$ cat src/rtl/conv_window_gen.sv
// Streaming 3x3 sliding-window generator: two line buffers plus a 3x3 register
// window. It emits one packed window per accepted pixel at rows/cols >= 2.
module conv_window_gen #(
    parameter int RESOLUTION      = 16,
    parameter int IMG_WIDTH       = 28,
    parameter int IMG_HEIGHT      = 28,
    parameter int WINDOW_ELEMENTS = 9
) (
    input  logic                                  clk,
    input  logic                                  rst,
    input  logic                                  in_valid,
    input  logic                                  in_sof,
    input  logic [RESOLUTION-1:0]                 in_pixel,
    output logic                                  win_valid,
    output logic [WINDOW_ELEMENTS*RESOLUTION-1:0] win_data,
    output logic                                  win_last,
    output logic                                  frame_done
);

    localparam int CW = $clog2(IMG_WIDTH);
    localparam int RH = $clog2(IMG_HEIGHT);

    logic [CW-1:0]         r_col;
    logic [RH-1:0]         r_row;
    logic [RESOLUTION-1:0] r_lb1 [IMG_WIDTH];
    logic [RESOLUTION-1:0] r_lb2 [IMG_WIDTH];
    logic [RESOLUTION-1:0] r_c2  [3];
    logic [RESOLUTION-1:0] r_c1  [3];
    logic                  r_win_valid;
    logic                  r_win_last;
    logic [WINDOW_ELEMENTS*RESOLUTION-1:0] r_win_data;

    logic [CW-1:0]         w_col;
    logic [RH-1:0]         w_row;
    logic [CW-1:0]         w_col_nxt;
    logic [RH-1:0]         w_row_nxt;
    logic                  w_col_end;
    logic                  w_row_end;
    logic                  w_fire;
    logic                  w_last;
    logic [RESOLUTION-1:0] w_new [3];
    logic [WINDOW_ELEMENTS*RESOLUTION-1:0] w_pack;

    // A start-of-frame pixel is forced to (0,0), overriding whatever the counters hold.
    always_comb begin
        w_col     = in_sof ? '0 : r_col;
        w_row     = in_sof ? '0 : r_row;
        w_col_end = (w_col == CW'(IMG_WIDTH - 1));
        w_row_end = (w_row == RH'(IMG_HEIGHT - 1));
        w_col_nxt = w_col_end ? '0 : w_col + 1'b1;
        w_row_nxt = w_row;
        if (w_col_end) begin
            w_row_nxt = w_row_end ? '0 : w_row + 1'b1;
        end
        w_fire    = in_valid && (w_row >= RH'(2)) && (w_col >= CW'(2));
        w_last    = in_valid && w_row_end && w_col_end;
    end

    always_comb begin
        w_new[0] = r_lb2[w_col];
        w_new[1] = r_lb1[w_col];
        w_new[2] = in_pixel;
        w_pack   = '0;
        for (int i = 0; i < 3; i++) begin
            w_pack[(WINDOW_ELEMENTS-1-3*i)*RESOLUTION +: RESOLUTION] = r_c2[i];
            w_pack[(WINDOW_ELEMENTS-2-3*i)*RESOLUTION +: RESOLUTION] = r_c1[i];
            w_pack[(WINDOW_ELEMENTS-3-3*i)*RESOLUTION +: RESOLUTION] = w_new[i];
        end
    end

    // Line buffers hold no reset: rows 0/1 are always written before a valid window reads them.
    always_ff @(posedge clk) begin
        if (in_valid) begin
            r_lb2[w_col] <= r_lb1[w_col];
            r_lb1[w_col] <= in_pixel;
        end
    end

    always_ff @(posedge clk or negedge rst) begin
        if (!rst) begin
            r_col       <= '0;
            r_row       <= '0;
            r_win_valid <= 1'b0;
            r_win_last  <= 1'b0;
            r_win_data  <= '0;
            for (int i = 0; i < 3; i++) begin
                r_c2[i] <= '0;
                r_c1[i] <= '0;
            end
        end else begin
            r_win_valid <= w_fire;
            r_win_last  <= w_last;
            if (in_valid) begin
                r_col <= w_col_nxt;
                r_row <= w_row_nxt;
                for (int i = 0; i < 3; i++) begin
                    r_c2[i] <= r_c1[i];
                    r_c1[i] <= w_new[i];
                end
            end
            if (w_fire) begin
                r_win_data <= w_pack;
            end
        end
    end

    assign win_valid  = r_win_valid;
    assign win_data   = r_win_data;
    assign win_last   = r_win_last;
    assign frame_done = r_win_last;

endmodule

$ cat config.mk
export PLATFORM = sky130hd
export DESIGN_NAME = conv_window_gen
export DESIGN_NICKNAME = d
export VERILOG_FILES = /design/src/rtl/conv_window_gen.sv
export SDC_FILE = /design/constraint.sdc
export NUM_CORES = 1
export LEC_CHECK = 0
export CAP_MARGIN = 40
export CORE_ASPECT_RATIO = 0.5
export CORE_MARGIN = 3
export CORE_UTILIZATION = 40
export DETAILED_ROUTE_END_ITERATION = 8
export PLACE_DENSITY = 0.53
export SETUP_SLACK_MARGIN = 0.02
export SYNTH_ARGS = -nofsm -noshare
export SYNTH_HDL_FRONTEND = slang
export SYNTH_SLANG_ARGS = --single-unit
$ cat constraint.sdc
create_clock -name clk -period 3.7 [get_ports clk]
set_input_delay 0.74 -clock clk [delete_from_list [all_inputs] [get_ports clk]]
set_output_delay 0.74 -clock clk [all_outputs]
set_load 0.005 [all_outputs]
==> results of run 1 <==
-- kinds of logic (layout without fill, tap and decap cells) --
logic type / Yosys count / in the layout
AOI/OAI and AO/OA: 454 / 454
muxes: 269 / 269
and+or+nand+nor: 758 / 758
buffers and inverters: 211 / 637
adders and majority gates: 1 / 1
DFF: 1148 / 1148
-- cells in the mapped netlist, drive strengths merged (2+ instances only) --
library cell  count  share of area [%]
nand3b           14               0.24
a31oi            37               0.52
and3b             5              0.098
inv              24               0.20
nand3             9               0.10
and2              5              0.070
a41oi             2              0.039
a22oi            11               0.19
edfxtp          896                 60
nor4bb            5               0.11
a32o              2              0.045
nor3              4              0.045
and3              2              0.028
o21ai            72               0.82
o22ai            16               0.22
nand2b            7              0.098
mux4             58                2.9
a222oi           27               0.61
buf             113                1.5
nand2           486                4.1
nor4              5               0.13
a32oi            12               0.24
a221o            13               0.29
a211oi           55               0.94
dfrtp           252                 14
mux2i            51                1.1
a22o              6               0.12
a211o             2              0.039
nor3b            11               0.20
clkbuf           74               0.62
o221a             8               0.20
a221oi           69                1.4
nor2b            74                1.0
nor2            122                1.0
a2111oi          28               0.73
mux2            160                4.0
a21oi            77               0.86
o221ai           10               0.20
-- through the flow --
step / instance area [um^2] / setup WS [ns] / power (W) / std cells
floorplan: 44600 / 0.0535 / 0.0199 / 2841
global placement: 49800 / 0.100 / 0.0242 / 4544
detailed placement: 49900 / 0.0642 / 0.0243 / 4551
CTS: 53100 / 0.0369 / 0.0347 / 4744
global route: 53200 / 0.0859 / 0.0359 / 4746
finish: 53200 / 0.153 / 0.0345 / 4746
-- layout make-up --
class                      instances  area (um^2)  share of cell area [%]
tap                             1479         1850                    3.48
sequential                      1148        33200                    62.5
multi-input combinational       1482        10600                    19.9
clock inverter                    50          303                   0.569
timing repair buffer             419         4160                    7.82
clock buffer                     143         2930                    5.52
timing repair inverter             1         7.51                  0.0141
inverter                          24         98.8                   0.186
-- path summary, 6_finish.rpt --
| path | slack (ns) | cells past startpoint | from | end |
|---|---|---|---|---|
| min in group clk | 0.46 | 3 | in_valid | r_col[2]$_DFFE_PN0P_ |
| max in group asynchronous | 2.78 | 3 | rst | win_data[74]$_DFFE_PN0P_ |
| hold reg to reg | 0.46 | 2 | r_c2[21]$_DFFE_PN0P_ | win_data[85]$_DFFE_PN0P_ |
| setup / recovery | 0.15 | 8 | r_col[0]$_DFFE_PN0P_ | r_lb2[6][7]$_DFFE_PP_ |
| hold / removal | 0.05 | 1 | rst | win_data[27]$_DFFE_PN0P_ |
| setup reg to reg | 0.15 | 8 | r_col[0]$_DFFE_PN0P_ | r_lb2[6][7]$_DFFE_PP_ |
-- what timing repair did --
action | CTS | global route
setup buffers | 0 | 0
endpoints found under the setup margin | 0 | 56
resized for setup | 0 | 4
-- power groups by stage --
stage,clock network (W),registers (W),logic [W]
3_5_place_dp,0,0.0169,0.00745
4_1_cts,0.0106,0.0166,0.00747
3_3_place_gp,0,0.0168,0.00735
6_report,0.0104,0.0166,0.00748
5_1_grt,0.0112,0.0167,0.00798
2_1_floorplan,0,0.0166,0.00330
-- worst max-delay path, stage by stage, from the launching register on --
cell	delay, ns
dfrtp_4	0.71
buf_4	0.38
buf_4	0.28
mux2_2	0.36
a222oi_1	0.34
nor2_1	0.16
nor4_4	0.47
nand2_1	0.22
buf_4	0.27
-- metal layers --
layer	routed length, um	track usage (%)	vias to the layer above
met5	0	0	-
met4	2460	4.80	0
met3	13300	4.66	166
met2	59100	33.8	1319
met1	64400	37.4	14300
li1	-	-	11500
-- state kept, by name, summed over array words and instances (netlist names) --
register    count
r_lb2         448
win_data      144
frame_done      1
r_lb1         448
win_valid       1
r_c1           48
r_c2           48
r_row           5
r_col           5
==> flow_summary.yaml, run 1 <==
outcome:
  status: "finished clean"
route:
  via_per_inst: 5.76
  wl_per_cell_um: 29.3
  vias: 27400
  drtAntennaViolNets: 0
  drt_pass1_iterations: 7
  route.detailed.drc: 0
  wirelength_mm: 139
  drtIter0Drc: 3787
sta:
  hold_viol_final: 0
  tightest_slew_ns: 0.981
  finalClockSkew_ns: 0.0271
  finalSetupTns_ns: 0
  slew_violations: 0
  fin_crit_sh_pct: 95.9
  finalSetupViolCount: 0
  rsz0062_at_grt: "false"
  hold_ws_ns: 0.0452
  period_needed_ns: 3.55
  max_clock_freq_mhz: 282
  max_slew_margin_pct: 34.5
pwr:
  power_switching_w: 0.00983
  power_leakage_nw: 18.8
  swShare_pct: 28.5
  power_density_nw_per_um2: 649
  pwr-share-seq_pct: 48.1
  clockPowerShare_pct: 30.2
  p_int_w: 0.0247
  vdd_drop_max_v: 0.000394
  combPwrFrac_pct: 21.7
clock_network:
  cts_tree: "yes"
  cts.htree.levels: 3
  numCtsBuffers: 104
  insertion_delay_ns: 0.70
  cts_max_path_buffers: 3
  ctsHoldBuffers: 0
  clk_pin_slew_ns: 0.07
  clock-sinks: 1148
  ctsRootBufferMaster: "clkbuf_16"
run:
  cap_viol_max_count: 0
synth:
  ys.flop_type: "edfxtp_1"
  ys_async_sr_fraction_pct: 22.0
  syn_nets: 2862
  synth_xor_area_share_pct: 0
  synth.area.mux_share_pct: 8.12
  synth-edff-count: 896
  yosys.area_share.simple_pct: 7.46
  synth_seq_cells: 1148
  ys_seq_area_share_pct: 74.5
  yosys_warnings: 0
  synth_compound_area_share_pct: 7.57
  synth_top_family_by_area: "multiplexers"
  synthAdderAreaFrac_pct: 0.0281
  netlist_instances: 2841
  syn-mean-instance-area_um2: 15.7
  synth.distinct_cells: 66
  syn_area_um2: 44600
setup_path:
  crit_type: "flip-flop to flip-flop"
  worst_setup_path_end_kind: "flip-flop"
  worstPathMaxFanout: 28
  critical_path_required_ns: 4.10
  cp-start-kind: "flip-flop"
  crit_arrival_ns: 3.95
floorplanning:
  die_w_um: 478
  core_region_area_um2: 109000
  start_util_pct: 40.9
  dieArea_um2: 116000
  pin_count: 167
  die_h_um: 242
  core.rowCount: 85
finish:
  n_antenna_cell: 0
  final_util_pct: 48.8
  layout_common_cells: "edfxtp_1, nand2_1, dfrtp_1"
  mostFrequentLayoutCell: "edfxtp_1"
  fill_cells: 9230
  area_growth_pct: 19.3
  nNetsFinal: 3201
  drive_gt1_share_pct: 21.2
worst_hold_path:
  min_path_type: "input pin to asynchronous set/reset pin"
place:
  portBuffers: 166
  gp_congestion: 0.872
  dpl.hpwl_mm: 86.9
global_route:
  grt_overflow: 0
  grt_pass1_wl_mm: 197
  grt_max_degree: 123
  grt_usage_pct: 23.7
  antenna_found_initial: 4
  grt_pass1_vias: 26200
Note: power is estimated with default switching activity, not from simulation.
==> run 2, diff against run 1 <==
- CTS_BUF_LIST: default -> sky130_fd_sc_hd__clkbuf_8
==> run 2 against run 1 <==
Against the previous run: largest power group unchanged; clock skew increased by 0.018 ns; utilization decreased by 0.22 points; cell count increased by 2.3%; first-iteration DRC count decreased by 3.5%; largest cell class unchanged; sequential power about the same; critical path depth unchanged; register-to-register slack about the same.
==> flow_summary.yaml, run 2 (same netlist as run 1, synthesis figures left out) <==
clock_network:
  numCtsBuffers: 166
  insertion_delay_ns: 0.87
  cts_tree: "yes"
  cts.htree.levels: 4
  cts_max_path_buffers: 3
  post_cts_buffers: 0
  ctsRootBufferMaster: "clkbuf_8"
  clk_pin_slew_ns: 0.09
  clock-sinks: 1148
sta:
  finalClockSkew_ns: 0.0451
  tightest_slew_ns: 0.999
  slew_violations: 0
  finalSetupViolCount: 0
  hold_ws_ns: 0.280
  max_clock_freq_mhz: 281
  fin_crit_sh_pct: 96.3
  finalSetupTns_ns: 0
  hold_viol_final: 0
  max_slew_margin_pct: 33.3
  period_needed_ns: 3.56
  rsz0062_at_grt: "false"
floorplanning:
  start_util_pct: 40.9
  pin_count: 167
  die_h_um: 242
  core_region_area_um2: 109000
  die_w_um: 478
  dieArea_um2: 116000
  core.rowCount: 85
global_route:
  grt_usage_pct: 24.0
  grt_max_degree: 123
  grt_overflow: 0
  grt_pass1_vias: 26700
  antenna_found_initial: 3
  grt_pass1_wl_mm: 200
setup_path:
  critical_path_required_ns: 4.25
  worstPathMaxFanout: 28
  cp-start-kind: "flip-flop"
  rrSetupSlack_ns: 0.14
  crit_arrival_ns: 4.11
  worst_setup_path_end_kind: "flip-flop"
  crit_type: "flip-flop to flip-flop"
pwr:
  pwr-share-seq_pct: 49.6
  swShare_pct: 29.9
  power_density_nw_per_um2: 632
  combPwrFrac_pct: 22.4
  power_switching_w: 0.0100
  vdd_drop_max_v: 0.000336
  power_leakage_nw: 19.0
  p_int_w: 0.0235
  clockPowerShare_pct: 28.0
finish:
  final_area_um2: 52900
  fill_cells: 9341
  multi_input_area_um2: 10600
  finalNonFillerCells: 4853
  nNetsFinal: 3263
  regArea_um2: 33200
  area_growth_pct: 18.7
  mostFrequentLayoutCell: "edfxtp_1"
  layout_common_cells: "edfxtp_1, nand2_1, dfrtp_1"
  drive_gt1_share_pct: 22.1
route:
  drtIter0Drc: 3656
  drtAntennaViolNets: 0
  route.detailed.drc: 0
  wl_per_cell_um: 29.0
  wirelength_mm: 141
  vias: 27500
  drt_pass1_iterations: 7
  via_per_inst: 5.67
place:
  dpl.hpwl_mm: 86.9
  place_inst: 4551
  portBuffers: 166
  dpl_cell_area_um2: 49900
  gp_congestion: 0.872
run:
  cap_viol_max_count: 0
outcome:
  status: "finished clean"
worst_hold_path:
  min_path_type: "input pin to flip-flop"
run 2: cell count changes in the layout (fill, tap and decap cells not counted), moves of 2 or more:
cell / previous run / this run
clkinvlp_4: 3 / 8
clkbuf_4: 2 / 0
clkbuf_1: 25 / 0
inv_1: 20 / 91
clkinv_1: 21 / 27
clkbuf_16: 109 / 0
bufinv_16: 2 / 0
clkbuf_8: 7 / 181
clkinv_2: 23 / 12
run 2: final cells by class:
cell class              instances  share of cell area [%]
flip-flops and latches       1148                    62.8
multi-input cells            1482                    20.0
repair buffers                419                    7.86
clock buffers                 181                    4.71
well taps                    1479                    3.50
clock inverters               118                   0.936
inverters                      24                   0.187
repair inverters                1                  0.0142
diodes                          1                 0.00473
run 2: final timing paths:
path | from | to | cells after the start
worst max-delay path | r_col[0]$_DFFE_PN0P_ | r_lb2[19][7]$_DFFE_PP_ | 8
worst min register to register | r_c2[21]$_DFFE_PN0P_ | win_data[85]$_DFFE_PN0P_ | 2
worst min-delay path | in_valid | r_col[2]$_DFFE_PN0P_ | 3
min in group asynchronous | rst | win_data[27]$_DFFE_PN0P_ | 2
max in group asynchronous | rst | win_data[71]$_DFFE_PN0P_ | 4
worst max register to register | r_col[0]$_DFFE_PN0P_ | r_lb2[19][7]$_DFFE_PP_ | 8
run 2: worst max-delay path, cell delays in order (launching register included):
cell and delay, ns:
dfrtp_4 0.71, buf_4 0.38, buf_4 0.29, mux2_2 0.36, a222oi_1 0.34, nor2_1 0.17, nor4_4 0.47, nand2_1 0.23
buf_4 0.28
run 2: layer usage:
layer	track usage, %	routed length [um]	vias to the layer above
met3	5.14	14600	161
met2	34.0	59900	1415
li1	-	-	11700
met1	37.4	64200	14300
met5	0	0	-
met4	6.11	2290	0
run 2: timing repair:
action / in CTS / in global routing
endpoints found under the hold margin: 76 / 0
resized for setup: 0 / 4
hold buffers: 1 / 0
setup endpoints to repair: 0 / 56
run 2: stage by stage:
step	power [W]	worst slack, ns	util, %
6_report	0.0335	0.139	48.6
5_1_grt	0.0349	0.0717	48.6
4_1_cts	0.0337	0.0376	48.5
3_5_place_dp	0.0243	0.0642	45.8
3_3_place_gp	0.0242	0.100	45.7
2_1_floorplan	0.0199	0.0535	-
run 2: power groups by stage:
| stage | Clock [W] | Sequential, W | Combinational (W) |
|---|---|---|---|
| 3_3_place_gp | 0 | 0.0168 | 0.00735 |
| 5_1_grt | 0.0102 | 0.0167 | 0.00798 |
| 6_report | 0.00938 | 0.0166 | 0.00749 |
| 2_1_floorplan | 0 | 0.0166 | 0.00330 |
| 4_1_cts | 0.00960 | 0.0166 | 0.00747 |
| 3_5_place_dp | 0 | 0.0169 | 0.00745 |
